<file path="src/rtl/venus_pkg.sv">
// Shared venus pipeline definitions: opcodes, the bubble word, instruction field
// positions and the per-opcode operand-usage helpers.
package venus_pkg;

  localparam logic [5:0]  OP_LOAD  = 6'h20;
  localparam logic [5:0]  OP_STORE = 6'h21;
  localparam logic [5:0]  OP_BEQ   = 6'h30;
  localparam logic [5:0]  OP_NOP   = 6'h0F;
  localparam logic [31:0] NOP_WORD = 32'h3C00_0000;

  localparam int OP_HI  = 31;
  localparam int OP_LO  = 26;
  localparam int RD_HI  = 25;
  localparam int RD_LO  = 21;
  localparam int RS_HI  = 20;
  localparam int RS_LO  = 16;
  localparam int RT_HI  = 15;
  localparam int RT_LO  = 11;
  localparam int IMM_HI = 15;
  localparam int IMM_LO = 0;

  // NOP shares the 00xxxx class encoding, so it is excluded first
  function automatic logic reads_rs(input logic [5:0] op);
    logic r;
    r = 1'b0;
    if (op == OP_NOP) begin
      r = 1'b0;
    end else if ((op[5:4] == 2'b00) || (op[5:4] == 2'b01)) begin
      r = 1'b1;
    end else if ((op == OP_LOAD) || (op == OP_STORE) || (op == OP_BEQ)) begin
      r = 1'b1;
    end else begin
      r = 1'b0;
    end
    return r;
  endfunction

  function automatic logic reads_rt(input logic [5:0] op);
    logic r;
    r = 1'b0;
    if (op == OP_NOP) begin
      r = 1'b0;
    end else if (op[5:4] == 2'b00) begin
      r = 1'b1;
    end else if ((op == OP_STORE) || (op == OP_BEQ)) begin
      r = 1'b1;
    end else begin
      r = 1'b0;
    end
    return r;
  endfunction

endpackage

</file>
<file path="src/rtl/regfile32x32.sv">
// 32x32 register file: two asynchronous read ports, one synchronous write port,
// r0 hardwired to zero, and same-cycle write-to-read bypass.
module regfile32x32 #(
  parameter int WORD = 32
) (
  input  logic            clk,
  input  logic            rst,
  input  logic [4:0]      rs_addr,
  input  logic [4:0]      rt_addr,
  output logic [WORD-1:0] rs_data,
  output logic [WORD-1:0] rt_data,
  input  logic            we,
  input  logic [4:0]      waddr,
  input  logic [WORD-1:0] wdata
);

  logic [WORD-1:0] mem_r [32];

  // Storage update; reset clears every entry, r0 is never written
  always_ff @(posedge clk) begin
    if (!rst) begin
      for (int i = 0; i < 32; i++) begin
        mem_r[i] <= {WORD{1'b0}};
      end
    end else if (we && (waddr != 5'd0)) begin
      mem_r[waddr] <= wdata;
    end
  end

  // Read ports with bypass of the write landing this cycle
  always_comb begin
    rs_data = {WORD{1'b0}};
    rt_data = {WORD{1'b0}};
    if (rs_addr == 5'd0) begin
      rs_data = {WORD{1'b0}};
    end else if (we && (waddr == rs_addr)) begin
      rs_data = wdata;
    end else begin
      rs_data = mem_r[rs_addr];
    end
    if (rt_addr == 5'd0) begin
      rt_data = {WORD{1'b0}};
    end else if (we && (waddr == rt_addr)) begin
      rt_data = wdata;
    end else begin
      rt_data = mem_r[rt_addr];
    end
  end

endmodule

</file>
<file path="src/rtl/idecode.sv">
// venus instruction-decode stage: field split, register read, load-use hazard
// detection with a one-entry replay register, and the ID/EX pipeline register.
module idecode
  import venus_pkg::*;
#(
  parameter int              ADDR = 16,
  parameter int              WORD = 32,
  parameter logic [WORD-1:0] NOP  = NOP_WORD
) (
  input  logic            clk,
  input  logic            rst,
  input  logic [WORD-1:0] inst_i,
  input  logic [ADDR-1:0] inst_addr_i,
  input  logic            flush_i,
  input  logic            wb_we_i,
  input  logic [4:0]      wb_addr_i,
  input  logic [WORD-1:0] wb_data_i,
  output logic            stall_o,
  output logic [5:0]      op_o,
  output logic [4:0]      rd_o,
  output logic [WORD-1:0] rs_data_o,
  output logic [WORD-1:0] rt_data_o,
  output logic [WORD-1:0] imm_o,
  output logic [ADDR-1:0] pc_o,
  output logic            is_load_o
);

  localparam logic [5:0] BUBBLE_OP = NOP[OP_HI:OP_LO];

  logic            replay_v_r;
  logic [WORD-1:0] replay_inst_r;
  logic [ADDR-1:0] replay_addr_r;

  logic [WORD-1:0] sel_inst_s;
  logic [ADDR-1:0] sel_addr_s;
  logic [5:0]      op_s;
  logic [4:0]      rd_s;
  logic [4:0]      rs_s;
  logic [4:0]      rt_s;
  logic [WORD-1:0] imm_s;
  logic [WORD-1:0] rs_data_s;
  logic [WORD-1:0] rt_data_s;
  logic            hit_s;
  logic            stall_s;

  regfile32x32 #(.WORD(WORD)) u_regfile (
    .clk     (clk),
    .rst     (rst),
    .rs_addr (rs_s),
    .rt_addr (rt_s),
    .rs_data (rs_data_s),
    .rt_data (rt_data_s),
    .we      (wb_we_i),
    .waddr   (wb_addr_i),
    .wdata   (wb_data_i)
  );

  // Source select and field split of the instruction being decoded
  always_comb begin
    sel_inst_s = inst_i;
    sel_addr_s = inst_addr_i;
    if (replay_v_r) begin
      sel_inst_s = replay_inst_r;
      sel_addr_s = replay_addr_r;
    end else begin
      sel_inst_s = inst_i;
      sel_addr_s = inst_addr_i;
    end
    op_s  = sel_inst_s[OP_HI:OP_LO];
    rd_s  = sel_inst_s[RD_HI:RD_LO];
    rs_s  = sel_inst_s[RS_HI:RS_LO];
    rt_s  = sel_inst_s[RT_HI:RT_LO];
    imm_s = {{(WORD-16){sel_inst_s[IMM_HI]}}, sel_inst_s[IMM_HI:IMM_LO]};
  end

  // Load-use hazard: only registers the selected opcode really reads count
  always_comb begin
    hit_s = (rd_o != 5'd0) &&
            ((reads_rs(op_s) && (rs_s == rd_o)) || (reads_rt(op_s) && (rt_s == rd_o)));
    stall_s = is_load_o & hit_s & ~flush_i;
  end

  assign stall_o = stall_s;

  // Replay register; a flush or reset leaves it empty
  always_ff @(posedge clk) begin
    if (!rst) begin
      replay_v_r    <= 1'b0;
      replay_inst_r <= NOP;
      replay_addr_r <= {ADDR{1'b0}};
    end else begin
      replay_v_r <= stall_s;
      if (stall_s) begin
        replay_inst_r <= sel_inst_s;
        replay_addr_r <= sel_addr_s;
      end
    end
  end

  // ID/EX register: bubble on reset, flush or stall, decoded values otherwise
  always_ff @(posedge clk) begin
    if (!rst || flush_i || stall_s) begin
      op_o      <= BUBBLE_OP;
      rd_o      <= 5'd0;
      rs_data_o <= {WORD{1'b0}};
      rt_data_o <= {WORD{1'b0}};
      imm_o     <= {WORD{1'b0}};
      pc_o      <= {ADDR{1'b0}};
      is_load_o <= 1'b0;
    end else begin
      op_o      <= op_s;
      rd_o      <= rd_s;
      rs_data_o <= rs_data_s;
      rt_data_o <= rt_data_s;
      imm_o     <= imm_s;
      pc_o      <= sel_addr_s;
      is_load_o <= (op_s == OP_LOAD);
    end
  end

endmodule
</file>
<file path="config.mk">
export PLATFORM = sky130hd
export DESIGN_NAME = idecode
export DESIGN_NICKNAME = d
export VERILOG_FILES = /design/src/rtl/venus_pkg.sv /design/src/rtl/regfile32x32.sv /design/src/rtl/idecode.sv
export SDC_FILE = /design/constraint.sdc
export NUM_CORES = 2
export LEC_CHECK = 0
export CAP_MARGIN = 40
export CORE_MARGIN = 5
export CORE_UTILIZATION = 30
export CTS_CLUSTER_DIAMETER = 60
export DETAILED_ROUTE_END_ITERATION = 12
export PLACE_DENSITY_LB_ADDON = 0.1
export SLEW_MARGIN = 20
export SYNTH_ARGS = -nofsm -noshare
export SYNTH_HDL_FRONTEND = slang
export SYNTH_HIERARCHICAL = 1
export SYNTH_SLANG_ARGS = --single-unit
</file>
<file path="constraint.sdc">
create_clock -name clk -period 10.4 [get_ports clk]
set_clock_uncertainty 0.05 [all_clocks]
set_input_delay 2.08 -clock clk [delete_from_list [all_inputs] [get_ports clk]]
set_output_delay 2.08 -clock clk [all_outputs]
set_load 0.05 [all_outputs]
</file>
==> flow_metrics.tcl <==
set metrics [dict create \
    worst_hold_path.endpoint "replay_inst_r[22]" \
    hold_buffers 0 \
    cts.repair.resized 0 \
    synth_mux_area_share_pct 20.7 \
    r2r_slack_ns 5.61 \
    drt_pass1_iterations 6 \
    fin_crit_ns 7.40 \
    layout_commonest_cell "and2_1" \
    grt_util_all_layers_pct 25.1 \
    syn-cell-area_sq_um 61000 \
    yosys_warnings 6 \
    viasPerCell 5.62 \
    synth_compound_area_share_pct 6.38 \
    ys.flop_type "edfxtp_1" \
    grt_setup_unrepaired "false" \
    worstReg2RegStart "replay_v_r" \
    io_pins 214 \
    grt_pass1_wl_microns 366000 \
    seqPwrFrac_pct 44.2 \
    overflow 0 \
    required_ns 8.27 \
    clock_latency_ns 0.81 \
    p_clk_share_pct 43.7 \
    p_sw_w 0.00330 \
    p_int_w 0.00920 \
    clk_pin_slew_ns 0.05 \
    syn_avg_cell_area_sq_um 14.0 \
    die_h_microns 461 \
    start_util_pct 30.2 \
    synth_cells 4360 \
    hold_class "register to register" \
    arrival_ns 5.27 \
    synth-seq-cells 1181 \
    finalWirelength_microns 271000 \
    crit_chain "clkdlybuf4s50_1, mux2i_1, xnor2_1, nor4_4, o211ai_2, nand2_1, clkdlybuf4s50_1" \
    dp_cells 6997 \
    drc 0 \
    cts_tree "yes" \
    critPathKind "primary input to output port" \
    p_comb_share_pct 12.1 \
    fin_ws_ns 3.00 \
    ant_nets 0 \
    dieArea_sq_um 213000 \
    instances_no_fill 7310 \
    numCtsBuffers 154 \
    p_leak_nw 25.2 \
    path_common_cell "clkdlybuf4s50_1" \
    max_cap_violations 0 \
    nNetsFinal 4573 \
    clk_path_buf_depth 3 \
    synth_edf_count 1024 \
    seq_area_frac_synth_pct 55.5 \
    status "completed" \
    portBuffers 213 \
    hold_viol 0 \
    synthArstFlopShare_pct 0 \
    maxSlewViolCount 0 \
    path_max_fanout 18 \
    cts.root.buffer_cell "clkbuf_16" \
    slew_headroom_pct 35.5 \
    finalSetupViolations 0 \
    rows 165 \
    fmax_ghz 0.135 \
    drive_above_1_share_pct 20.1 \
    ys_types 71 \
    register_area_sq_um 33900 \
    htreeDepth 4 \
    endpoint_kind "output port" \
    fillerInstances 19400 \
    regToRegEndpoint "rs_data_o[28]" \
    startpoint_type "primary input" \
    die_w_microns 461 \
    globalplace.congestion 0.782 \
    max_stage_delay_ns 0.94 \
    ff2ff_path_depth 10 \
    clock-sinks 1181 \
    finalCritPeriodShare_pct 71.1 \
    yosys.area_share.simple_pct 13.1 \
    hold_depth 2 \
    grt_max_degree 98 \
    via_count 41100 \
    final_cell_mix "and2_1, edfxtp_1, mux2i_1" \
    synth_top_family_by_area "multiplexers" \
    multi_input_comb_area_sq_um 25500 \
    cp_slowest_cell "clkdlybuf4s50_1" \
    post_drt_wl_per_cell_microns 37.1 \
    grt_pass1_vias 40700 \
    switching_share_pct 26.4 \
    post_cts_buffers 0 \
    grt_antenna_before_repair 41 \
    hold_start "replay_inst_r[22]" \
    vdd_drop_max_mv 0.177 \
    synth_xor_area_share_pct 0.287 \
    tns_ns 0 \
    hpwl_microns 158000 \
    syn_to_final_growth_pct 18.3 \
    worstMarginPinSlew_ns 0.967 \
    synthAdderAreaFrac_pct 0 \
    fp.coreArea_sq_um 202000 \
    dp_slack_ns 3.03 \
    pwr_density_cell_nw_per_um2 173 \
    drtIter0Drc 4770 \
]
[worst max-delay path by stage]
| stage | endpoint | depth (start not counted) | from | slack, ns |
|---|---|---|---|---|
| after detailed placement | stall_o | 7 | inst_i[12] | 3.03 |
| after global placement | stall_o | 7 | inst_i[17] | 3.07 |
| after floorplan | u_regfile/mem_r[10][0] | 4 | wb_addr_i[2] | 4.71 |
| after CTS | stall_o | 7 | inst_i[12] | 2.96 |
| after global routing | stall_o | 7 | inst_i[12] | 2.82 |
| final | stall_o | 7 | inst_i[12] | 3.00 |
[cell usage after synthesis, types with 4 or more instances]
cell type	number	area, sq um
a221oi_1	22	193
buf_2	85	425
buf_8	14	210
and2_1	1059	6630
o211ai_1	11	82.6
a31oi_1	6	37.5
o22ai_1	37	231
a22oi_1	105	788
xnor2_1	20	175
nand2b_1	4	25.0
o221a_2	16	180
nand4_1	4	25.0
a2111oi_2	6	90.1
nor2_1	87	327
o211a_1	13	130
edfxtp_1	1024	30700
a2111oi_1	6	60.1
inv_1	13	48.8
mux2_2	12	135
a21oi_1	55	275
clkbuf_1	296	1110
mux4_1	18	473
nand3_1	12	60.1
nor4b_1	5	43.8
a211oi_1	33	248
mux4_2	352	7930
buf_1	10	37.5
dfxtp_1	157	3140
a221o_1	11	110
buf_12	5	100
or3_1	4	25.0
o21ai_0	107	536
buf_4	35	263
a22o_1	12	105
mux2i_1	403	4030
buf_6	20	225
o221ai_1	38	333
nor2b_1	6	37.5
a32o_1	32	320
nand3b_1	4	30.0
nand2_1	152	571
mux2i_2	5	68.8
[power groups by stage]
stage	Combinational (W)	Clock [W]	Sequential (W)
6_report	0.00151	0.00546	0.00553
5_1_grt	0.00156	0.00577	0.00556
4_1_cts	0.00151	0.00557	0.00553
3_5_place_dp	0.00150	0	0.00563
3_3_place_gp	0.00147	0	0.00563
2_1_floorplan	0.000795	0	0.00566
[registers in the layout, summed over array words and instances (netlist names)]
name and cells:
u_regfile/mem_r 1024, replay_inst_r 32, rs_data_o 32, rt_data_o 32, imm_o 16, pc_o 16, replay_addr_r 16, op_o 6
rd_o 5, is_load_o 1, replay_v_r 1
[metrics by stage]
step | cell area (sq um) | hold slack (ns) | util, % | power, W
floorplan | 61100 | 0.384 | - | 0.00645
global placement | 66100 | 0.393 | 32.7 | 0.00710
detailed placement | 67000 | 0.397 | 33.1 | 0.00713
CTS | 72100 | 0.409 | 35.6 | 0.0126
global route | 72200 | 0.424 | 35.7 | 0.0129
finish | 72200 | 0.404 | 35.7 | 0.0125
[per-layer routing]
layer | routed length (microns) | track usage [%]
met1 | 117000 | 34.8
met2 | 127000 | 40.7
met5 | 17 | 0
met3 | 19800 | 4.15
met4 | 8160 | 7.31
[worst max-delay path: cells and delay by family]
family / cells / cell delay, ns
multiplexers: 1 / 0.57
buffers and inverters: 2 / 1.36
AND/OR/NAND/NOR: 2 / 0.84
AO/OA/AOI/OAI: 1 / 0.19
XOR/XNOR: 1 / 0.21
[final cells by class]
| class | count | area share [%] |
|---|---|---|
| diodes | 23 | 0.0797 |
| clock buffers | 199 | 5.87 |
| clock inverters | 88 | 1.24 |
| inverters | 13 | 0.125 |
| multi-input cells | 2730 | 35.3 |
| flip-flops and latches | 1181 | 46.9 |
| well taps | 2672 | 4.63 |
| repair buffers | 404 | 5.81 |
[cell families after synthesis]
group / Yosys count
and+or+nand+nor: 1361
xor gates and xnor gates: 20
AOI/OAI and AO/OA: 527
DFF: 1181
muxes: 790
other: 1
buffers and inverters: 480
Note: power is estimated with default switching activity, not from simulation.
